File: src/rtl/nonce_search_ctrl.sv
// Nonce search controller: issues nonce candidates to an external hash unit and
// stops on the first returned hash strictly below the latched target, or after MAX_NONCE.
module nonce_search_ctrl #(
  parameter int HASH_W    = 8,
  parameter int NONCE_W   = 4,
  parameter int MAX_NONCE = 15
) (
  input  logic               clk,
  input  logic               rst,
  input  logic               i_start,
  input  logic               i_abort,
  input  logic [HASH_W-1:0]  i_target,
  output logic               o_req_valid,
  output logic [NONCE_W-1:0] o_req_nonce,
  input  logic               i_req_ready,
  input  logic               i_rsp_valid,
  input  logic [HASH_W-1:0]  i_rsp_hash,
  output logic               o_busy,
  output logic               o_done,
  output logic               o_found,
  output logic [NONCE_W-1:0] o_result_nonce,
  output logic [NONCE_W:0]   o_attempts,
  output logic [1:0]         o_state
);

  // Request channel: a transfer happens on a rising edge where o_req_valid && i_req_ready;
  // o_req_valid/o_req_nonce stay stable until then. Response channel is valid-only, one cycle.

  typedef enum logic [1:0] {
    S_IDLE  = 2'd0,
    S_ISSUE = 2'd1,
    S_WAIT  = 2'd2,
    S_DONE  = 2'd3
  } state_t;

  localparam logic [NONCE_W-1:0] LAST_NONCE = NONCE_W'(MAX_NONCE);

  state_t             r_state;
  state_t             w_next;
  logic [HASH_W-1:0]  r_target;
  logic [NONCE_W-1:0] r_nonce;
  logic               r_req_valid;
  logic               r_busy;
  logic               r_done;
  logic               r_found;
  logic [NONCE_W-1:0] r_result_nonce;
  logic [NONCE_W:0]   r_attempts;
  logic               w_hit;
  logic               w_last;

  assign w_hit  = (i_rsp_hash < r_target);
  assign w_last = (r_nonce == LAST_NONCE);

  always_comb begin
    w_next = r_state;
    case (r_state)
      S_IDLE:  if (i_start) w_next = S_ISSUE;
      S_ISSUE: begin
        if (i_abort)          w_next = S_IDLE;
        else if (i_req_ready) w_next = S_WAIT;
      end
      S_WAIT: begin
        if (i_abort)               w_next = S_IDLE;
        else if (i_rsp_valid) begin
          if (w_hit || w_last)     w_next = S_DONE;
          else                     w_next = S_ISSUE;
        end
      end
      S_DONE:  w_next = S_IDLE;
      default: w_next = S_IDLE;
    endcase
  end

  // Status outputs are flopped from the next state so they line up with r_state.
  always_ff @(posedge clk) begin
    if (rst) begin
      r_state        <= S_IDLE;
      r_target       <= '0;
      r_nonce        <= '0;
      r_req_valid    <= 1'b0;
      r_busy         <= 1'b0;
      r_done         <= 1'b0;
      r_found        <= 1'b0;
      r_result_nonce <= '0;
      r_attempts     <= '0;
    end else begin
      r_state     <= w_next;
      r_req_valid <= (w_next == S_ISSUE);
      r_busy      <= (w_next == S_ISSUE) || (w_next == S_WAIT);
      r_done      <= (w_next == S_DONE);
      case (r_state)
        S_IDLE: begin
          if (i_start) begin
            r_target       <= i_target;
            r_nonce        <= '0;
            r_attempts     <= '0;
            r_found        <= 1'b0;
            r_result_nonce <= '0;
          end
        end
        S_WAIT: begin
          if (!i_abort && i_rsp_valid) begin
            r_attempts <= r_attempts + (NONCE_W+1)'(1);
            if (w_hit) begin
              r_found        <= 1'b1;
              r_result_nonce <= r_nonce;
            end else if (!w_last) begin
              r_nonce <= r_nonce + NONCE_W'(1);
            end
          end
        end
        default: ;
      endcase
    end
  end

  assign o_req_valid    = r_req_valid;
  assign o_req_nonce    = r_nonce;
  assign o_busy         = r_busy;
  assign o_done         = r_done;
  assign o_found        = r_found;
  assign o_result_nonce = r_result_nonce;
  assign o_attempts     = r_attempts;
  assign o_state        = r_state;

endmodule

File: config.mk
export PLATFORM = sky130hd
export DESIGN_NAME = nonce_search_ctrl
export DESIGN_NICKNAME = d
export VERILOG_FILES = /design/src/rtl/nonce_search_ctrl.sv
export SDC_FILE = /design/constraint.sdc
export NUM_CORES = 1
export LEC_CHECK = 0
export CAP_MARGIN = 20
export CORE_ASPECT_RATIO = 0.6
export CORE_MARGIN = 2
export CORE_UTILIZATION = 35
export CTS_BUF_LIST = sky130_fd_sc_hd__clkbuf_8
export DETAILED_ROUTE_END_ITERATION = 8
export SLEW_MARGIN = 20
export SYNTH_ARGS = -nofsm -noshare
export SYNTH_HDL_FRONTEND = slang
export SYNTH_SLANG_ARGS = --single-unit
File: constraint.sdc
create_clock -name clk -period 4.6 [get_ports clk]
set_input_delay 1.38 -clock clk [delete_from_list [all_inputs] [get_ports clk]]
set_output_delay 1.38 -clock clk [all_outputs]
set_load 0.01 [all_outputs]
==> flow_summary_export.csv, run 1 <==
group,metric,value,unit
outcome,outcome,"complete, no violations",
layout,layout_commonest_cell,"sky130_fd_sc_hd__clkdlybuf4s50_1",
power_and_ir_drop,vdd_ir_drop_max,0.151,mV
setup_path,cp_data_arrival_time,3.71,ns
setup_path,path_class,"input port to flop",
setup_path,worst_r2r_endpoint,"o_busy",
layout,fillCellCount,344,
route,post_drt_via_cell_ratio,5.07,
setup_path,timing.critical_path.buf_inv,1,
floorplan,floorplan.initialDensity,36.6,%
clocking,post_cts_resized,0,
floorplan,fp.dieArea,4380,um2
power_and_ir_drop,power.share.switching,25.8,%
layout,finish.utilization,50.1,%
global_routing,grt_first_pass_wirelength,5.58,mm
sta,hold_viol_final,0,
route,detail_route.wl_per_cell,13.8,um
setup_path,endpoint_of_the_most_critical_setup_path,"o_busy",
setup_path,critical-path-top-delay-family,"compound AO/OA/AOI/OAI gates",
clocking,holdBufCountCts,0,
route,wirelength,3.32,mm
sta,report.final.setup_viol,0,
layout,diodes_inserted,0,
global_routing,number_of_global_route_vias_before_repair,1211,
clocking,clock_tree.htree_level_count,1,
power_and_ir_drop,netSwitchingPower,0.120,mW
sta,timing.final.max_slew_violations,0,
setup_path,crit-reg2reg-launch,"r_target[1]",
sta,setup-tns-final,0,ns
placement,place.detailed.hpwl,2.54,mm
setup_path,r2r_slack,2.24,ns
floorplan,dieWidth,84.1,um
floorplan,rows,17,
worst_hold_path,holdCritPathClass,"flop to flop",
clocking,clock_tree_from_tritoncts,"built",
synth,synthArstFlopShare,0,%
power_and_ir_drop,pwr-share-clk,28.7,%
power_and_ir_drop,pwr-share-comb,18.3,%
setup_path,cp-end-kind,"flop",
power_and_ir_drop,sequential_fraction_of_design_power,53.0,%
layout,num-nets-final,227,
clocking,clk-insertion-delay-late,0.27,ns
setup_path,cpMaxStageDelayCell,"sky130_fd_sc_hd__o31a_1",
synth,synth-seq-cells,27,
clocking,clockBufferDepth,2,
clocking,cts.sink_count,27,
global_routing,grt_antenna_before_repair,0,
clocking,cts_buffers,3,
clocking,cts.reportedPaths.clkPinSlew,0.09,ns
layout,share_of_cells_above_drive_strength_1,5.67,%
setup_path,setup.worst_path.start_class,"input port",
sta,max_slew_margin_vs_limit,56.8,%
placement,detailedPlace.worstSlack,0.810,ns
floorplan,die_height,52.0,um
sta,skew,0.00380,ns
placement,portbufs,40,
synth,netlist_area,1350,um2
power_and_ir_drop,p_leak,0.673,nW
sta,unrepaired_setup_endpoints_after_global_routing,"no",
power_and_ir_drop,powerDensity,252,nW/um2
sta,timing.final.crit_period,3.51,ns
floorplan,design.core.area,3680,um2
layout,most-common-layout-cells,"sky130_fd_sc_hd__clkdlybuf4s50_1, sky130_fd_sc_hd__dfxtp_1, sky130_fd_sc_hd__nand2_1",
route,dr.pass1.iters,4,
synth,synth_enable_flop_cells,0,
sta,max_clock_freq,0.285,GHz
setup_path,critical_path_peak_fanout,11,
sta,max_slew.worst_pin.slew,0.643,ns
setup_path,timing.critical_path.slowest_cell_delay,0.41,ns
route,drtIter0Drc,70,
layout,area.growth.synth_to_final,36.9,%
setup_path,rr_worst_depth,8,
synth,synth.yosys.seq_area_share,40.1,%
setup_path,crit_path_start,"i_rsp_hash[1]",
clocking,cts_setup_buffers,0,
clocking,cts_root_buffer,"sky130_fd_sc_hd__clkbuf_8",
sta,final_min_period_over_clock_period,76.2,%
worst_hold_path,whs_path_depth,2,
synth,post_synth_inst_count,153,
route,detail-route-antenna-nets,0,
global_routing,grt_overflow_total,0,
power_and_ir_drop,internal_power,0.344,mW
run,max_cap_viol_count,0,
synth,yosys.cell_types.count,38,
synth,synthFlopType,"sky130_fd_sc_hd__dfxtp_1",
synth,synth_area_per_cell,8.80,um2
synth,synthesis.yosys.warnings,0,
floorplan,io_pins,41,
sta,worst_slack,1.09,ns
global_routing,globalRouteTotalUtil,16.3,%
setup_path,timing.critical_path.depth,8,
placement,routabilityCongestion,0.814,
global_routing,grt_start_max_net_pins,16,
setup_path,required,4.80,ns
setup_path,timing.critical_path.cells,"clkdlybuf4s50_1, ha_1, a2111oi_2, o31a_1, nor2_1, a311o_1, ha_1, nor2_1",
route,detailroute.via_count,1222,
synth,syn_nets,185,
route,drc_errors,0,
[worst min-delay path, cell delays in order, from the launching register on]
cell and delay (ns):
sky130_fd_sc_hd__dfxtp_1 0.32, sky130_fd_sc_hd__nand2_1 0.05, sky130_fd_sc_hd__a21oi_1 0.05
[synthesized netlist by cell type (all sizes together) (2+ instances only)]
library cell	count	share of area [%]
dfxtp	27	40
nand2	22	6.7
a21oi	14	5.2
nand2b	11	5.7
ha	10	9.3
nor2	10	2.8
inv	7	2.0
o211ai	5	2.8
o21ai	5	1.9
nor2b	4	1.9
clkbuf	3	0.84
nand3	3	1.1
nand4	3	1.4
xor2	3	2.0
buf	2	0.93
nor3b	2	1.5
o21a	2	1.1
o31ai	2	1.1
or3	2	0.93
or4	2	1.1
[cell type report]
class,instances,area (um2),area share [%]
timing repair buffer,42,415,22.5
tap,47,58.8,3.19
clock inverter,1,5.00,0.272
sequential,27,541,29.3
clock buffer,3,41.3,2.24
inverter,7,26.3,1.43
multi-input combinational,114,756,41.0
[metal layers]
layer / vias up / track usage (%) / share of wire (%)
met5: - / 0 / 0
met3: 4 / 4.29 / 4.1
met4: 0 / 4.03 / 1.1
li1: 620 / - / -
met1: 567 / 22.2 / 53
met2: 31 / 25.9 / 41
[per-stage QoR]
stage / cells / hold slack, ns / cell area, um2 / total power, mW
final: 241 / 0.461 / 1840 / 0.464
after global routing: 241 / 0.493 / 1840 / 0.491
after CTS: 241 / 0.462 / 1840 / 0.469
after detailed placement: 237 / 0.449 / 1800 / 0.336
after global placement: 237 / 0.444 / 1800 / 0.333
after floorplan: 153 / 0.436 / 1350 / 0.298
[kinds of logic (layout without fill, tap and decap cells)]
group                    count (synthesis)  count (layout)  share of synthesized area (%)
AO/OA/AOI/OAI                           35              35                           17.3
flip-flops                              27              27                           40.1
AND/OR/NAND/NOR                         64              64                           26.2
adder cells (fa/ha/maj)                 10              10                           9.29
XOR/XNOR                                 4               4                           2.60
buffers and inverters                   12              53                           3.72
multiplexers                             1               1                          0.744
[power by group through the flow]
stage | logic (mW) | registers (mW) | clock network, mW
final | 0.0848 | 0.246 | 0.133
after global routing | 0.0941 | 0.248 | 0.149
after CTS | 0.0849 | 0.246 | 0.138
after detailed placement | 0.0844 | 0.252 | 0
after global placement | 0.0818 | 0.251 | 0
after floorplan | 0.0462 | 0.252 | 0
[sequential cells by signal (all words and copies together) (netlist names)]
signal,cells
o_req_valid,1
o_found,1
o_state,2
o_req_nonce,4
o_result_nonce,4
o_done,1
r_target,8
o_attempts,5
o_busy,1
[how the worst min path moves through the flow]
| stage | from | end | slack, ns |
|---|---|---|---|
| floorplan | r_target[1] | r_target[1] | 0.44 |
| global placement | r_target[0] | r_target[0] | 0.44 |
| detailed placement | r_target[5] | r_target[5] | 0.45 |
| CTS | r_target[5] | r_target[5] | 0.46 |
| global route | r_target[6] | r_target[6] | 0.49 |
| finish | r_target[5] | r_target[5] | 0.46 |
(Power assumes the default switching activity.)
==> run 2, diff against run 1 <==
--- a/config.mk
+++ b/config.mk
@@ -11,6 +11,7 @@
 export CORE_UTILIZATION = 35
 export CTS_BUF_LIST = sky130_fd_sc_hd__clkbuf_8
 export DETAILED_ROUTE_END_ITERATION = 8
+export PLACE_DENSITY = 0.65
 export SLEW_MARGIN = 20
 export SYNTH_ARGS = -nofsm -noshare
 export SYNTH_HDL_FRONTEND = slang
==> constraint.sdc (replaced) <==
create_clock -name clk -period 3.15 [get_ports clk]
set_input_delay 0.945 -clock clk [delete_from_list [all_inputs] [get_ports clk]]
set_output_delay 0.945 -clock clk [all_outputs]
set_load 0.01 [all_outputs]
==> run 2 against run 1 <==
  * Critical path type unchanged
  * Critical path depth unchanged
  * Worst hold slack worse by 0.0029 ns
  * Highest routed layer unchanged
  * Final cell count up 0.83%
==> flow_summary_export.csv, run 2 (synthesis gave the netlist of run 1 again) <==
group,metric,value,unit
layout,area.growth.synth_to_final,38.0,%
power_and_ir_drop,p_leak,0.682,nW
global_routing,globalRouteTotalUtil,16.2,%
layout,num-nets-final,229,
power_and_ir_drop,pwr-share-comb,18.5,%
clocking,clock_tree.htree_level_count,1,
sta,skew,0.00440,ns
power_and_ir_drop,pwr-share-clk,28.6,%
route,detailroute.via_count,1238,
floorplan,die_height,52.0,um
setup_path,crit_path_start,"i_rsp_hash[1]",
setup_path,crit-reg2reg-launch,"r_target[1]",
setup_path,critical_path_peak_fanout,2,
setup_path,cp_data_arrival_time,2.96,ns
floorplan,floorplan.initialDensity,36.6,%
layout,share_of_cells_above_drive_strength_1,6.63,%
floorplan,design.core.area,3680,um2
clocking,cts.reportedPaths.clkPinSlew,0.09,ns
sta,max_slew_margin_vs_limit,61.0,%
floorplan,dieWidth,84.1,um
layout,area.sequential,541,um2
layout,fillCellCount,356,
sta,max_clock_freq,0.357,GHz
setup_path,rr_worst_depth,8,
clocking,clk-insertion-delay-late,0.27,ns
power_and_ir_drop,power.share.switching,25.7,%
clocking,cts_root_buffer,"sky130_fd_sc_hd__clkbuf_8",
setup_path,path_class,"input port to flop",
power_and_ir_drop,netSwitchingPower,0.175,mW
power_and_ir_drop,powerDensity,366,nW/um2
layout,fin_area,1860,um2
clocking,cts_setup_buffers,0,
setup_path,setup.worst_path.start_class,"input port",
route,drtIter0Drc,72,
placement,portbufs,40,
global_routing,grt_start_max_net_pins,16,
route,dr.pass1.iters,4,
clocking,clock_tree_from_tritoncts,"built",
layout,largest_register,"r_target",
layout,largest_register_ff_count,8,
setup_path,endpoint_of_the_most_critical_setup_path,"o_busy",
layout,multiInputGateArea,756,um2
route,post_drt_via_cell_ratio,5.09,
clocking,cts_buffers,3,
run,max_cap_viol_count,0,
outcome,outcome,"complete, no violations",
power_and_ir_drop,internal_power,0.505,mW
route,drc_errors,0,
placement,place.detailed.hpwl,2.57,mm
clocking,cts.sink_count,27,
sta,unrepaired_setup_endpoints_after_global_routing,"no",
global_routing,grt_antenna_before_repair,0,
power_and_ir_drop,vdd_ir_drop_max,0.141,mV
power_and_ir_drop,sequential_fraction_of_design_power,52.9,%
sta,worst_slack,0.349,ns
clocking,post_cts_resized,0,
placement,detailedPlace.worstSlack,0.0487,ns
route,wirelength,3.30,mm
sta,max_slew.worst_pin.slew,0.581,ns
floorplan,fp.dieArea,4380,um2
setup_path,required,3.30,ns
route,detail_route.wl_per_cell,13.6,um
route,detail-route-antenna-nets,0,
placement,routabilityCongestion,0.816,
global_routing,grt_overflow_total,0,
setup_path,worst_r2r_endpoint,"o_busy",
floorplan,io_pins,41,
worst_hold_path,holdCritPathClass,"flop to flop",
layout,most-common-layout-cells,"sky130_fd_sc_hd__clkdlybuf4s50_1, sky130_fd_sc_hd__dfxtp_1, sky130_fd_sc_hd__nand2_1",
setup_path,r2r_slack,1.06,ns
setup_path,cp-end-kind,"flop",
layout,diodes_inserted,0,
sta,timing.final.crit_period,2.80,ns
sta,final_min_period_over_clock_period,88.9,%
sta,setup-tns-final,0,ns
layout,layout_commonest_cell,"sky130_fd_sc_hd__clkdlybuf4s50_1",
sta,timing.final.max_slew_violations,0,
global_routing,number_of_global_route_vias_before_repair,1194,
floorplan,rows,17,
sta,hold_viol_final,0,
global_routing,grt_first_pass_wirelength,5.60,mm
placement,placement.cell_area,1810,um2
clocking,clockBufferDepth,2,
sta,report.final.setup_viol,0,
clocking,holdBufCountCts,0,
==> run 2: cell types whose count changed in the layout (fill, tap and decap cells not counted) <==
cell	before	now
sky130_fd_sc_hd__buf_4	2	4
==> run 2: cell type report <==
cell class	instances	area share (%)
clock inverters	1	0.269
flip-flops and latches	27	29.1
repair buffers	44	23.2
multi-input cells	114	40.7
clock buffers	3	2.22
well taps	47	3.16
inverters	7	1.41
==> run 2: layer usage <==
layer  GRT usage [%]  wire length [um]  up-vias
li1                -                 -      624
met1            22.8              1690      582
met2            23.9              1410       30
met3            5.24               180        2
met4            3.76                14        0
met5               0                 0        -
==> run 2: critical path, cell delays in order <==
cell	delay (ns)
sky130_fd_sc_hd__clkdlybuf4s50_1	0.40
sky130_fd_sc_hd__ha_1	0.30
sky130_fd_sc_hd__a2111oi_2	0.37
sky130_fd_sc_hd__o31a_1	0.21
sky130_fd_sc_hd__nor2_1	0.06
sky130_fd_sc_hd__a311o_1	0.35
sky130_fd_sc_hd__ha_1	0.27
sky130_fd_sc_hd__nor2_1	0.04
==> run 2: stage by stage <==
stage	util, %	hold slack (ns)	total power, mW	std cells
final	50.5	0.458	0.680	243
after global routing	50.5	0.477	0.719	243
after CTS	50.5	0.461	0.689	243
after detailed placement	49.2	0.447	0.493	239
after global placement	49.2	0.444	0.490	239
after floorplan	-	0.436	0.436	153
==> run 2: worst min path at each step <==
stage	slack (ns)	endpoint	from	depth (start not counted)
CTS	0.46	r_target[7]	r_target[7]	2
global route	0.48	o_found	o_found	2
detailed placement	0.45	r_target[7]	r_target[7]	2
finish	0.46	o_found	o_found	2
floorplan	0.44	r_target[1]	r_target[1]	2
global placement	0.44	o_found	o_found	2
==> run 2: power groups by stage <==
stage | combinational [mW] | clock (mW) | sequential [mW]
floorplan | 0.0675 | 0 | 0.368
global placement | 0.123 | 0 | 0.367
detailed placement | 0.126 | 0 | 0.367
CTS | 0.126 | 0.203 | 0.360
global route | 0.140 | 0.218 | 0.361
finish | 0.126 | 0.194 | 0.360
